**src/rtl/gb_mem_map.sv**
```systemverilog
// Memory-map constants and DMA state encoding shared by the CPU-side bus blocks.
package gb_mem_map;
  localparam logic [15:0] REG_DMA   = 16'hFF46;
  localparam logic [15:0] OAM_BASE  = 16'hFE00;
  localparam logic [15:0] HRAM_LO   = 16'hFF80;
  localparam logic [15:0] HRAM_HI   = 16'hFFFE;
  localparam int          DMA_BYTES = 160;

  typedef enum logic [1:0] {
    IDLE,
    READ,
    WRITE
  } dma_state_t;
endpackage

```
**src/rtl/oam_dma.sv**
```systemverilog
// OAM DMA for FF46: copies BYTES bytes from {src_hi,00} to OAM, one read + one write cycle per byte.
// HRAM accesses steal the bus for a cycle and stall the copy; other CPU accesses are blocked while busy.
module oam_dma
  import gb_mem_map::*;
#(
  parameter int          BYTES    = DMA_BYTES,
  parameter logic [15:0] OAM_BASE = gb_mem_map::OAM_BASE
) (
  input  logic        clock,
  input  logic        reset,
  input  logic [15:0] A_cpu,
  input  logic [7:0]  Di_cpu,
  output logic [7:0]  Do_cpu,
  input  logic        rd_cpu_n,
  input  logic        wr_cpu_n,
  output logic [15:0] A_mem,
  output logic [7:0]  Do_mem,
  input  logic [7:0]  Di_mem,
  output logic        rd_mem_n,
  output logic        wr_mem_n,
  output logic        dma_active
);

  dma_state_t state, state_nx;
  logic [7:0] idx, idx_nx;
  logic [7:0] src_hi;
  logic [7:0] src_eff;
  logic [7:0] data_q;
  logic       reg_wr_q;

  logic hit_reg, cpu_rd, cpu_wr, reg_wr, start, in_hram, active, stall, idx_last;

  assign hit_reg  = (A_cpu == REG_DMA);
  assign cpu_rd   = ~rd_cpu_n;
  assign cpu_wr   = ~wr_cpu_n;
  assign reg_wr   = cpu_wr & hit_reg;
  // A held-low write strobe must only start one transfer, so trigger on its first cycle.
  assign start    = reg_wr & ~reg_wr_q;
  assign in_hram  = (A_cpu >= HRAM_LO) && (A_cpu <= HRAM_HI);
  assign active   = (state != IDLE);
  assign stall    = active & in_hram & (cpu_rd | cpu_wr);
  assign idx_last = (idx == 8'(BYTES - 1));
  assign src_eff  = (src_hi >= 8'hE0) ? (src_hi - 8'h20) : src_hi;

  assign dma_active = active;

  always_ff @(posedge clock) begin
    if (reset) begin
      state    <= IDLE;
      idx      <= 8'h00;
      src_hi   <= 8'hFF;
      data_q   <= 8'h00;
      reg_wr_q <= 1'b0;
    end else begin
      state    <= state_nx;
      idx      <= idx_nx;
      reg_wr_q <= reg_wr;
      if (start) src_hi <= Di_cpu;
      if (state == READ && !stall) data_q <= Di_mem;
    end
  end

  always_comb begin
    state_nx = state;
    idx_nx   = idx;
    if (start) begin
      state_nx = READ;
      idx_nx   = 8'h00;
    end else if (!stall) begin
      case (state)
        READ:    state_nx = WRITE;
        WRITE: begin
          idx_nx   = idx + 8'd1;
          state_nx = idx_last ? IDLE : READ;
        end
        default: state_nx = IDLE;
      endcase
    end
  end

  // Bus mux: CPU pass-through (FF46 never forwarded) unless the DMA owns this cycle.
  always_comb begin
    A_mem    = A_cpu;
    Do_mem   = Di_cpu;
    rd_mem_n = rd_cpu_n | hit_reg;
    wr_mem_n = wr_cpu_n | hit_reg;
    if (active && !stall) begin
      case (state)
        READ: begin
          A_mem    = {src_eff, idx};
          rd_mem_n = 1'b0;
          wr_mem_n = 1'b1;
        end
        WRITE: begin
          A_mem    = OAM_BASE + {8'h00, idx};
          Do_mem   = data_q;
          rd_mem_n = 1'b1;
          wr_mem_n = 1'b0;
        end
        default: begin
          rd_mem_n = 1'b1;
          wr_mem_n = 1'b1;
        end
      endcase
    end
  end

  always_comb begin
    if (hit_reg && cpu_rd)      Do_cpu = src_hi;
    else if (active && !in_hram) Do_cpu = 8'hFF;
    else                        Do_cpu = Di_mem;
  end

endmodule

```
**config.mk**
```make
export PLATFORM = sky130hd
export DESIGN_NAME = oam_dma
export DESIGN_NICKNAME = d
export VERILOG_FILES = /design/src/rtl/gb_mem_map.sv /design/src/rtl/oam_dma.sv
export SDC_FILE = /design/constraint.sdc
export NUM_CORES = 1
export LEC_CHECK = 0
export ABC_CLOCK_PERIOD_IN_PS = 2960
export CAP_MARGIN = 20
export CELL_PAD_IN_SITES_DETAIL_PLACEMENT = 1
export CELL_PAD_IN_SITES_GLOBAL_PLACEMENT = 1
export CORE_AREA = 2 2 76 78
export DETAILED_ROUTE_END_ITERATION = 7
export DIE_AREA = 0 0 78 80
export PLACE_DENSITY_LB_ADDON = 0.1
export SYNTH_ARGS = -nofsm -noshare
export SYNTH_HDL_FRONTEND = slang
export SYNTH_SLANG_ARGS = --single-unit
```
**constraint.sdc**
```tcl
create_clock -name clock -period 2.96 [get_ports clock]
set_input_delay 0.592 -clock clock [delete_from_list [all_inputs] [get_ports clock]]
set_output_delay 0.592 -clock clock [all_outputs]
set_load 0.02 [all_outputs]
```
-- Yosys cells after proc, flatten, opt, wreduce, memory -nomap -nowiden
Index checks and enable logic that the tools add are counted.
- add/sub/neg operators: 3
- magnitude comparators: 3
- equality and inequality tests: 5
- multiplexer cells: 15
- bitwise gates (word level): 11
- reductions and logical operators: 10
- operator list (kind ; count):
    $mux W8 ; 5
    $pmux W16 S2 ; 1
    $eq A16 B16 Y1 const B ; 1
    $ge A16 B16 Y1 const B ; 1
    $le A16 B16 Y1 const B ; 1
    $mux W16 ; 1
    $add A10 B9 Y11 const A ; 1
    $add A8 B1 Y8 const B ; 1
    $eq A8 B8 Y1 const B ; 1
    $ge A8 B8 Y1 const B ; 1
    $sub A8 B6 Y8 const B ; 1
    $mux W1 ; 7
    $logic_and A1 B1 Y1 ; 5
    $and A1 B1 Y1 ; 4
    $not A1 Y1 ; 4
    $pmux W2 S2 ; 1
    $or A1 B1 Y1 ; 3
    $eq A2 B1 Y1 const B ; 1
    $eq A2 B2 Y1 const B ; 1
    $logic_not A1 Y1 ; 2
    $ne A2 B2 Y1 const B ; 1
    $reduce_and A2 Y1 ; 1
    $reduce_bool A2 Y1 ; 1
    $reduce_or A2 Y1 ; 1
- flip-flop bits (word level): 27
- bits of input ports: 36

-- Logic depth before layout (Yosys ltp)
- depth in word-level cells: 7
- gate-level depth with buffers: 8
- gate-level depth less buffers: 7

-- Worst setup path after synthesis
OpenSTA, ideal clock, no wires.
- path kind: input -> output
- from: input port A_cpu[6]
- to: output port A_mem[11]
- data arrival time: 1.911 ns
- data required time: 2.368 ns
- slack: 0.457 ns
- stages: 5
- path buffers: 1
- path through: nand3_1 o2111ai_4 o211ai_1 buf_2 o21ai_0
- cells in the longest elaborated chain, start to end: 7
- elaborated cells between the ends (all ways): 8
- those cells by class: 2 x order compare; 1 x mux; 2 x bitwise; 3 x reduce/logical
- RTL lines (element ; RTL line ; text):
    from (decl) ; oam_dma.sv:11 ; input logic [15:0] A_cpu,
    $ge A16 B16 Y1 or $le A16 B16 Y1 (tied branches) ; oam_dma.sv:39 ; assign in_hram = (A_cpu >= HRAM_LO) && (A_cpu <= HRAM_HI);
    $logic_and A1 B1 Y1 (*) ; oam_dma.sv:39 ;
    $and A1 B1 Y1 (*) (2 in a row) ; oam_dma.sv:41 ; assign stall = active & in_hram & (cpu_rd | cpu_wr);
    $logic_not A1 Y1 (*) ; oam_dma.sv:87 ; if (active && !stall) begin
    $logic_and A1 B1 Y1 (*) ; oam_dma.sv:87 ;
    $mux W16 (*) ; oam_dma.sv:87 ;
    to (decl) ; oam_dma.sv:16 ; output logic [15:0] A_mem,
Mark *: on every way between the ends. The rest lies on a longest branch, timed or not.

-- Worst setup path after layout
- from: input port A_cpu[5]
- to: output port A_mem[2]
The elaborated chain is that of the path after synthesis.

==> impl_metrics.tcl <==
set metrics [dict create \
    port_buffers 70 \
    grt_pass1_wl_um 10630 \
    timing.reg2reg.setup_slack_ns 1.03 \
    cap_viol_max_count 0 \
    core_um2 5405 \
    synth_edf_count 0 \
    ys_ff_latch 27 \
    fin_crit_sh_pct 96.72 \
    finalHoldViolCount 0 \
    cp-end-kind "primary output" \
    async_flop_share_pct 0 \
    tightest_slew_ns 0.5422 \
    area_growth_pct 58.59 \
    met1_usage_pct 24.19 \
    max_freq_mhz 349.3 \
    die_y_um 80 \
    synth_nets 256 \
    start_util_pct 32.20 \
    clkSinkCount 27 \
    fin_ws_ns 0.09722 \
    final_common_cell "buf_4" \
    fin_crit_ns 2.863 \
    die_w_um 78 \
    drc 0 \
    track_usage_pct 21.28 \
    ys.flop_type "dfxtp_1" \
    grt_pass1_vias 2154 \
    gp_congestion 0.7905 \
    yosysTopAreaCell "dfxtp_1" \
    report.final.slew_viol_count 0 \
    grt_overflow 0 \
    p_per_area_nw_per_um2 268.9 \
    worst-path-max-fanout 16 \
    crit_required_ns 2.37 \
    outcome "complete, no violations" \
    io_pins 71 \
    antenna_cells 0 \
    synth_area_leaders "dfxtp_1 31%, nand2_1 7.1%, o21ai_0 6.6%" \
    clk_latency_ns 0.28 \
    clkTransAtPathRegs_ns 0.09 \
    cts_buffers 3 \
    crit_arrival_ns 2.27 \
    met3_usage_pct 3.846 \
    yosys_warnings 0 \
    path_class "in -> out" \
    fin_skew_ns 0.01062 \
    p_leak_nw 1.235 \
    vias_per_cell 5.129 \
    drtIter0Drc 95 \
    final_util_pct 51.06 \
    top_usage_layer "met2" \
    dr.pass1.iters 4 \
    hpwl_um 4737 \
    rows 27 \
    final_cell_mix "42 x buf_4, 33 x nand2_1, 27 x dfxtp_1" \
    ys_seq_area_share_pct 31.06 \
    syn_area_per_cell_um2 8.095 \
    drive_above_1_share_pct 31.65 \
    ctsHtreeMaxLevel 1 \
    clockBufferDepth 2 \
    synth_top_area_share_pct 31.06 \
    die-area_um2 6240 \
    routedWlPerCell_um 16.59 \
    ir_worst_vdd_mv 0.1799 \
    tns_ns 0 \
    nets 358 \
    slew_headroom_pct 63.86 \
    start_kind "input pin" \
    met2_usage_pct 40.95 \
    rsz0062_at_grt "true" \
    drt_wl_total_um 6436 \
    synth_cell_type_count 40 \
    synth_area_um2 1740 \
    antenna_found_initial 0 \
    syn_inst 215 \
    pre_cts_ws_ns -0.6711 \
    holdBufCountCts 0 \
    antenna_left 0 \
    root_buffer "clkbuf_8" \
    min_path_type "reg -> reg" \
    cts_tree "yes" \
    grt_max_degree 20 \
    final-setup-viol-count 0 \
    num_vias 1990 \
]
critical path: stages:
cell and delay, ns:
clkdlybuf4s15_1 0.20, nand4_1 0.20, o2111ai_4 0.28, buf_6 0.14, o211ai_1 0.10, buf_4 0.18
bufbuf_16 0.28, o21ai_1 0.14, buf_4 0.16
path summary, 6_finish.rpt:
kind	startpoint	endpoint	depth (start not counted)
setup / recovery	A_cpu[5]	A_mem[2]	9
hold reg to reg	data_q[7]	data_q[7]	2
hold / removal	data_q[7]	data_q[7]	2
setup reg to reg	state[0]	data_q[5]	9
cell families (layout without fill, tap and decap cells):
family | count (synthesis) | in the layout | share of synthesized area (%)
DFF | 27 | 27 | 31.06
adders and majority gates | 5 | 5 | 3.595
muxes | 17 | 17 | 10.35
and+or+nand+nor | 82 | 83 | 23.08
AOI/OAI and AO/OA | 61 | 61 | 24.30
buffers and inverters | 18 | 118 | 5.103
xor gates and xnor gates | 5 | 5 | 2.516
power by group:
part	total (mW)	internal [mW]	switching, mW
Sequential	0.363	0.363	0.00000268
Combinational	0.165	0.0845	0.0803
Clock	0.215	0.0944	0.120
Total	0.742	0.542	0.200
state kept, by name, summed over array words and instances, names as in the netlist:
signal,flops
state,2
data_q,8
reg_wr_q,1
src_hi,8
idx,8
metrics by stage:
| step | power (mW) | hold WS, ns | std cells | instance area (um2) |
|---|---|---|---|---|
| 6_report | 0.7423 | 0.4994 | 388 | 2760 |
| 3_3_place_gp | 0.5540 | 0.4640 | 373 | 2688 |
| 3_5_place_dp | 0.5550 | 0.4836 | 373 | 2688 |
| 5_1_grt | 0.7768 | 0.5375 | 388 | 2760 |
| 4_1_cts | 0.7424 | 0.5046 | 388 | 2745 |
| 2_1_floorplan | 0.4352 | 0.4530 | 215 | 1740 |
what timing repair did:
action                     CTS  global route
buffers inserted             9             0
gates cloned                 2             0
pin swaps                   10             4
resized for setup          204            19
setup endpoints to repair   34            26
final cells by class:
class                      instances  area (um2)
clock inverter                     1       5.005
tap                               72       90.09
sequential                        27       540.5
multi-input combinational        171        1165
clock buffer                       3       41.29
timing repair buffer             108       895.9
inverter                           6       22.52
fill                             698        2645
cell usage after synthesis (2+ instances only):
cell      number
ha_1           5
inv_1          6
clkbuf_1       4
dfxtp_1       27
or3_1          2
or2_2          2
nor2b_1        6
a21oi_1        9
a31oi_1        3
o21ai_0       23
nand3_1        5
buf_6          2
nand2_1       33
buf_2          4
o211ai_1       4
mux2_2         8
a211o_1        8
nor2_1        19
nand4_1        2
xor2_1         5
and3_1         2
mux2i_1        9
o22a_1         8
and4_1         3
routing by layer:
metal	share of wire, %	wire [um]	up-vias
met5	0	0	-
met4	0.76	49	0
met3	4.8	306	4
met2	52	3365	49
met1	42	2714	957
li1	-	-	980
Power figures use the tool's default switching activity.
